[src/rtl/sd_digit_append.sv]
// Operand-build stage for the online signed-digit multiplier: appends one radix-2
// signed digit per cycle, MSD first, into a plus/minus vector pair holding the exact prefix.
module sd_digit_append #(
    parameter int unrolling = 64
) (
    input  logic                             clk,
    input  logic                             reset_n,
    input  logic                             enable,
    input  logic                             start,
    input  logic                             digit_valid,
    input  logic [1:0]                       digit_in,
    output logic [unrolling-1:0]             vec_out_plus,
    output logic [unrolling-1:0]             vec_out_minus,
    output logic [$clog2(unrolling+1)-1:0]   digit_count,
    output logic                             full,
    output logic                             illegal_digit
);

    localparam int PW = $clog2(unrolling);
    localparam int CW = $clog2(unrolling + 1);
    localparam logic [PW-1:0] PTR_TOP = PW'(unrolling - 1);
    localparam logic [CW-1:0] CNT_MAX = CW'(unrolling);

    typedef enum logic [1:0] {
        ST_IDLE = 2'd0,
        ST_FILL = 2'd1,
        ST_FULL = 2'd2
    } state_t;

    // Digit decode: {plus bit, minus bit, illegal flag}
    function automatic logic [2:0] decode_digit(input logic [1:0] d);
        logic [2:0] r;
        case (d)
            2'b10:   r = 3'b100;
            2'b01:   r = 3'b010;
            2'b00:   r = 3'b000;
            default: r = 3'b001;
        endcase
        return r;
    endfunction

    state_t               state_r, state_s;
    logic [PW-1:0]        ptr_r, ptr_s, wr_ptr_s;
    logic [CW-1:0]        cnt_r, cnt_s;
    logic [unrolling-1:0] plus_r, plus_s, minus_r, minus_s;
    logic                 ill_r, ill_s, full_r, full_s;
    logic                 accept_s;
    logic [2:0]           dec_s;

    // Next-state, write-position and output computation
    always_comb begin
        dec_s    = decode_digit(digit_in);
        state_s  = state_r;
        ptr_s    = ptr_r;
        wr_ptr_s = ptr_r;
        cnt_s    = cnt_r;
        plus_s   = plus_r;
        minus_s  = minus_r;
        ill_s    = ill_r;
        accept_s = 1'b0;
        if (enable) begin
            if (start) begin
                // A new operand clears everything; a same-cycle digit lands at the top position
                state_s  = ST_FILL;
                ptr_s    = PTR_TOP;
                wr_ptr_s = PTR_TOP;
                cnt_s    = {CW{1'b0}};
                plus_s   = {unrolling{1'b0}};
                minus_s  = {unrolling{1'b0}};
                ill_s    = 1'b0;
                accept_s = digit_valid;
            end else begin
                case (state_r)
                    ST_FILL: accept_s = digit_valid;
                    ST_IDLE: accept_s = 1'b0;
                    ST_FULL: accept_s = 1'b0;
                    default: state_s  = ST_IDLE;
                endcase
            end
        end else begin
            accept_s = 1'b0;
        end
        if (accept_s) begin
            plus_s[wr_ptr_s]  = dec_s[2];
            minus_s[wr_ptr_s] = dec_s[1];
            ill_s             = ill_s | dec_s[0];
            if (cnt_s != CNT_MAX) begin
                cnt_s = cnt_s + CW'(1);
            end else begin
                cnt_s = CNT_MAX;
            end
            if (wr_ptr_s == {PW{1'b0}}) begin
                state_s = ST_FULL;
            end else begin
                ptr_s = wr_ptr_s - PW'(1);
            end
        end else begin
            ptr_s = ptr_s;
        end
        full_s = (state_s == ST_FULL);
    end

    // State and output registers with synchronous active-low reset
    always_ff @(posedge clk) begin
        if (!reset_n) begin
            state_r <= ST_IDLE;
            ptr_r   <= PTR_TOP;
            cnt_r   <= {CW{1'b0}};
            plus_r  <= {unrolling{1'b0}};
            minus_r <= {unrolling{1'b0}};
            ill_r   <= 1'b0;
            full_r  <= 1'b0;
        end else begin
            state_r <= state_s;
            ptr_r   <= ptr_s;
            cnt_r   <= cnt_s;
            plus_r  <= plus_s;
            minus_r <= minus_s;
            ill_r   <= ill_s;
            full_r  <= full_s;
        end
    end

    assign vec_out_plus  = plus_r;
    assign vec_out_minus = minus_r;
    assign digit_count   = cnt_r;
    assign full          = full_r;
    assign illegal_digit = ill_r;

endmodule

[config.mk]
export PLATFORM = sky130hd
export DESIGN_NAME = sd_digit_append
export DESIGN_NICKNAME = d
export VERILOG_FILES = /design/src/rtl/sd_digit_append.sv
export SDC_FILE = /design/constraint.sdc
export NUM_CORES = 1
export LEC_CHECK = 0
export BUFFER_PORTS_ARGS = -buffer_cell sky130_fd_sc_hd__buf_2
export CORE_ASPECT_RATIO = 0.5
export CORE_MARGIN = 3
export CORE_UTILIZATION = 35
export DETAILED_ROUTE_END_ITERATION = 16
export GPL_TIMING_DRIVEN = 0
export PLACE_DENSITY = 0.58
export RECOVER_POWER = 50
export SLEW_MARGIN = 20
export SYNTH_ARGS = -nofsm -noshare
export SYNTH_HDL_FRONTEND = slang
export SYNTH_SLANG_ARGS = --single-unit
[constraint.sdc]
create_clock -name clk -period 1.7 [get_ports clk]
set_input_delay 0.085 -clock clk [delete_from_list [all_inputs] [get_ports clk]]
set_output_delay 0.085 -clock clk [all_outputs]
set_load 0.02 [all_outputs]
==> metrics.csv, run 1 <==
metric;value;unit
worstPathMaxFanout;10;
yosys_warnings;0;
p_clk_share;50.9;%
vdd_drop_max;0.777;mV
crit_arrival;2000;ps
rsz0062_at_grt;yes;
synth_area;6000;µm²
clk_pin_slew;60;ps
internal-power;5750;µW
grt_pass1_vias;5194;
io_pins;144;
syn2layout_area_growth;28.5;%
power_switching;1780;µW
wire_per_inst;17.5;µm
gp_congestion;0.831;
grt_overflow;0;
nets;820;
synth-edff-count;0;
finalWorstSetupSlack;34.7;ps
grt_usage;19.4;%
outcome;complete, no violations;
worstSetupPathType;reg -> reg;
htree_levels;4;
drt-pass1-iter-count;5;
comb_power_share;3.7;%
hold_slack;47.4;ps
drc;0;
power;7530;µW
wirelength;18400;µm
power.density;976;nW/µm²
finalCriticalPeriod;1670;ps
seq_area_frac_synth;48.3;%
clk_latency;420;ps
via_per_inst;4.93;
dieHeight;98.6;µm
antenna_cells;0;
fin_skew;13.1;ps
port_buffers;143;
fin_area;7710;µm²
start_util;36.2;%
cts_tree;yes;
fp-row-count;33;
pre_cts_ws;-496;ps
clock.fmax;600;MHz
dp_hpwl;13000;µm
finalMaxSlewViolations;0;
seqPwrFrac;45.4;%
fin_crit_sh;98.0;%
maxSlewHeadroom;63.3;%
max_stage_delay;570;ps
cts.sinks;145;
synth-seq-cells;145;
p_sw_share;23.6;%
finalHoldViolCount;0;
worstHoldPathType;in -> reg;
coreArea;16600;µm²
postRouteAntennaNets;0;
syn_inst;644;
chipWidth;191;µm
start_kind;register;
grt_pass1_wl;28500;µm
first_iter_violations;224;
avgSynthCellArea;9.32;µm²
required;2040;ps
drive_gt1_share;12.9;%
clockBufferDepth;2;
ys_types;47;
numCtsBuffers;17;
vias;5174;
ys_async_sr_fraction;0;%
cap_violations;0;
stdcell_count;1050;
cts_root_buffer;clkbuf_16;
dieArea;18900;µm²
end_kind;register;
cp.buffers_inverters;2;
antenna_found_initial;0;
synth_flop_cell;dfxtp_1;
crit_family;simple AND/OR/NAND/NOR gates;
tightestPinTransition;550;ps
crit_chain;buf_4 > or4_1 > buf_6 > nor2_4 > mux2i_1;
grt_max_degree;17;
cpMaxStageDelayCell;or4_1;
setup_viol;0;
power.leakage;0.00318;µW
placed_cells;1014;
syn-num-nets;654;
dpl_cell_area;7010;µm²
-- sequential cells by signal (all words and copies together) (netlist names) --
register / flops
full: 1
ptr_r: 6
vec_out_plus: 64
state_r: 2
vec_out_minus: 64
digit_count: 7
illegal_digit: 1
-- cells by family after synthesis --
kind of cell / after synthesis / share of synthesized area, %
compound gates: 48 / 5.42
xor+xnor: 5 / 0.729
flops: 145 / 48.3
fa+ha+maj: 3 / 0.625
mux: 120 / 20.0
buf+inv: 55 / 3.85
simple gates: 268 / 21.0
-- synthesized netlist by cell type, drive strengths merged, types with 6 or more instances --
| cell | number | area share, % |
|---|---|---|
| and3 | 6 | 0.63 |
| and2 | 14 | 1.5 |
| nand3 | 27 | 2.3 |
| nor2 | 20 | 1.6 |
| buf | 20 | 1.7 |
| clkbuf | 30 | 1.9 |
| dfxtp | 145 | 48 |
| o211ai | 9 | 1.1 |
| a21oi | 17 | 1.4 |
| mux2i | 118 | 20 |
| nand2 | 177 | 11 |
-- worst reg2reg max path, cell delays in order, from the launching register on --
cell     delay (ps)
dfxtp_1         310
buf_4           190
or4_1           570
buf_6           180
nor2_4          150
mux2i_1         180
-- layout make-up --
type | count | area (µm²)
buffer | 41 | 215
fill | 1666 | 8880
multi-input combinational | 444 | 2970
timing repair buffer | 156 | 707
tap | 227 | 284
sequential | 145 | 2910
clock buffer | 20 | 457
inverter | 5 | 18.8
clock inverter | 12 | 146
-- power groups by stage --
stage	clock, µW	combinational [µW]	sequential (µW)
3_5_place_dp	0	270	3490
6_report	3830	279	3410
5_1_grt	4050	304	3410
4_1_cts	3900	278	3410
2_1_floorplan	0	163	3490
3_3_place_gp	0	267	3490
-- metal layers --
layer / vias to the layer above / track usage [%] / wire length (µm)
met5: - / 0 / 0
li1: 2522 / - / -
met2: 118 / 30.9 / 8390
met1: 2519 / 26.6 / 8990
met4: 0 / 4.79 / 172
met3: 15 / 4.62 / 813
-- stage by stage --
step	util [%]	TNS [ps]
5_1_grt	46.5	-134
6_report	46.5	0
3_3_place_gp	42.2	-41710
4_1_cts	47.0	0
2_1_floorplan	-	0
3_5_place_dp	42.2	-44300
-- timing repair --
action / CTS / global route
hold endpoints to repair: 1 / 0
setup endpoints to repair: 143 / 125
cloned: 1 / 1
buffers inserted: 7 / 2
pin swaps: 5 / 2
gates resized for setup: 25 / 25
hold buffers: 2 / 0
-- path summary, 6_finish.rpt --
| path | slack [ps] | to | cells after the start | startpoint |
|---|---|---|---|---|
| worst max register to register | 30 | vec_out_plus[17] | 5 | ptr_r[2] |
| worst min register to register | 460 | vec_out_plus[39] | 2 | vec_out_plus[39] |
| worst max-delay path | 30 | vec_out_plus[17] | 5 | ptr_r[2] |
| worst min-delay path | 50 | ptr_r[2] | 3 | reset_n |
-- cell usage in the layout, fill, tap and decap left out, types with 3 or more instances in the layout --
cell type and n:
nand2_1 175, clkbuf_1 154, dfxtp_1 142, mux2i_1 118
nand3_1 27, buf_2 21, clkbuf_16 17, nor2_1 15
a21oi_1 15, and2_1 14, o211ai_1 9, buf_4 7
inv_1 5, buf_12 5, nor2_4 4, and3_2 4
xnor2_1 4, inv_6 4, clkbuf_4 3, nor4_4 3
buf_6 3, a21o_1 3, ha_1 3, clkinvlp_4 3
Note: power is estimated with default switching activity, not from simulation.
==> inputs of run 2 (changes only) <==
--- a/config.mk
+++ b/config.mk
@@ -6,13 +6,13 @@
 export NUM_CORES = 1
 export LEC_CHECK = 0
 export BUFFER_PORTS_ARGS = -buffer_cell sky130_fd_sc_hd__buf_2
+export CAP_MARGIN = 10
 export CORE_ASPECT_RATIO = 0.5
 export CORE_MARGIN = 3
 export CORE_UTILIZATION = 35
 export DETAILED_ROUTE_END_ITERATION = 16
 export GPL_TIMING_DRIVEN = 0
 export PLACE_DENSITY = 0.58
-export RECOVER_POWER = 50
 export SLEW_MARGIN = 20
 export SYNTH_ARGS = -nofsm -noshare
 export SYNTH_HDL_FRONTEND = slang
==> run 2 against run 1 <==
Combinational power hardly changed. Clock skew hardly changed. Cell area increased by 2.2%. Power is essentially flat. Critical path type unchanged.
==> metrics.csv, run 2 (synthesized netlist as in run 1, its figures left out) <==
metric;value;unit;change
chipWidth;191;µm;unchanged
final_common_cell;nand2_1;;
wirelength;18300;µm;-0.59%
rr_startpoint;ptr_r[2];;
pre_cts_ws;-496;ps;unchanged
start_util;36.2;%;unchanged
internal-power;5750;µW;about the same
fin_crit_sh;98.3;%;+0.34 points
stdcell_count;1050;;unchanged
grt_usage;19.4;%;unchanged
seqPwrFrac;45.4;%;about the same
reg2reg_depth;5;;unchanged
vias;5163;;-0.21%
htree_levels;4;;unchanged
grt_pass1_vias;5194;;unchanged
gp_congestion;0.831;;unchanged
drc;0;;unchanged
coreArea;16600;µm²;unchanged
vdd_drop_max;0.777;mV;about the same
rrSetupSlack;30;ps;about the same
cts_tree;yes;;
port_buffers;143;;unchanged
rsz0062_at_grt;yes;;
grt_pass1_wl;28500;µm;unchanged
end_kind;register;;
cap_violations;0;;unchanged
worstHoldPathType;in -> reg;;
grt_overflow;0;;unchanged
via_per_inst;4.92;;-0.21%
syn2layout_area_growth;31.3;%;
finalMaxSlewViolations;0;;unchanged
placed_cells;1014;;unchanged
numCtsBuffers;17;;unchanged
reg2reg_to;vec_out_plus[57];;
antenna_found_initial;0;;unchanged
wire_per_inst;17.4;µm;-0.59%
finalWorstSetupSlack;28.9;ps;-5.75 ps
setup.worst_path.start;ptr_r[2];;
p_sw_share;23.6;%;-0.056 points
hold_slack;59.9;ps;+12.4 ps
worstPathMaxFanout;10;;unchanged
comb_power_share;3.7;%;about the same
layout_common_cells;nand2_1, buf_2, dfxtp_1, mux2i_1, nand3_1;;
fill_cells;1615;;-3.1%
first_iter_violations;226;;+0.89%
finalHoldViolCount;0;;unchanged
drive_gt1_share;29.3;%;+16 points
antenna_cells;0;;unchanged
fin_skew;12.7;ps;-0.420 ps
maxSlewHeadroom;63.7;%;+0.32 points
cts.sinks;145;;unchanged
p_clk_share;50.9;%;about the same
multi_input_area;2970;µm²;unchanged
fp-row-count;33;;unchanged
start_kind;register;;
critical_path.endpoint;vec_out_plus[57];;
dieArea;18900;µm²;unchanged
dieHeight;98.6;µm;unchanged
drt-pass1-iter-count;4;;-1
finalCriticalPeriod;1670;ps;+5.75 ps
clock.fmax;598;MHz;-0.34%
clk_pin_slew;60;ps;about the same
regArea;2910;µm²;unchanged
grt_max_degree;17;;unchanged
crit_arrival;1950;ps;-50 ps
clk_latency;420;ps;about the same
power.leakage;0.00378;µW;+19%
power.density;954;nW/µm²;-2.2%
cts_root_buffer;clkbuf_16;;
setup_viol;0;;unchanged
power_switching;1770;µW;-0.30%
io_pins;144;;unchanged
nets;820;;unchanged
worstSetupPathType;reg -> reg;;
dp_hpwl;13000;µm;unchanged
tightestPinTransition;545;ps;-4.73 ps
postRouteAntennaNets;0;;unchanged
required;1980;ps;-60 ps
outcome;complete, no violations;;
clockBufferDepth;2;;unchanged
==> run 2: cell count changes in the layout (fill, tap and decap cells not counted), sizes merged <==
cell    change
buf       +135
clkbuf    -135
==> run 2: area by class of cell <==
class | instances | area share (%)
Clock inverter | 12 | 1.86
Inverter | 5 | 0.238
Clock buffer | 20 | 5.79
Multi-Input combinational cell | 444 | 37.7
Sequential cell | 145 | 36.9
Tap cell | 227 | 3.60
Timing Repair Buffer | 156 | 11.1
Buffer | 41 | 2.73
==> run 2: worst min-delay path by stage <==
| stage | to | from | cells after the start |
|---|---|---|---|
| final | ptr_r[2] | reset_n | 3 |
| after global routing | ptr_r[2] | reset_n | 3 |
| after CTS | ptr_r[2] | reset_n | 3 |
| after detailed placement | illegal_digit | digit_in[1] | 3 |
| after global placement | illegal_digit | digit_in[1] | 3 |
| after floorplan | illegal_digit | digit_in[1] | 2 |
==> run 2: through the flow <==
step | TNS, ps | total power [µW] | util, % | instance area, µm²
after floorplan | 0 | 3650 | - | 6010
after global placement | -41710 | 3750 | 42.2 | 7010
after detailed placement | -44300 | 3760 | 42.2 | 7010
after CTS | 0 | 7590 | 47.0 | 7800
after global routing | -134 | 7770 | 47.5 | 7880
final | 0 | 7520 | 47.5 | 7880
==> run 2: layer usage <==
metal | part of all wire, % | global-route usage, %
met1 | 49 | 26.6
met2 | 45 | 30.9
met3 | 4.7 | 4.62
met4 | 1.3 | 4.79
met5 | 0 | 0
==> run 2: worst max-delay path, stage by stage (launching register included) <==
cell and delay [ps]:
dfxtp_1 310, buf_4 190, or4_1 580, buf_6 180
o211ai_1 190, o21ai_1 80
==> run 2: power groups by stage <==
| stage | sequential [µW] | combinational [µW] | clock (µW) |
|---|---|---|---|
| floorplan | 3490 | 163 | 0 |
| finish | 3410 | 281 | 3820 |
| global placement | 3490 | 267 | 0 |
| global route | 3410 | 305 | 4050 |
| detailed placement | 3490 | 270 | 0 |
| CTS | 3410 | 278 | 3900 |
==> run 2: repair_timing <==
action | CTS | global route
pin swaps | 5 | 2
buffers inserted | 7 | 2
gates cloned | 1 | 1
gates resized for setup | 25 | 25
hold endpoints to repair | 1 | 0
setup endpoints to repair | 143 | 125
hold buffers | 2 | 0
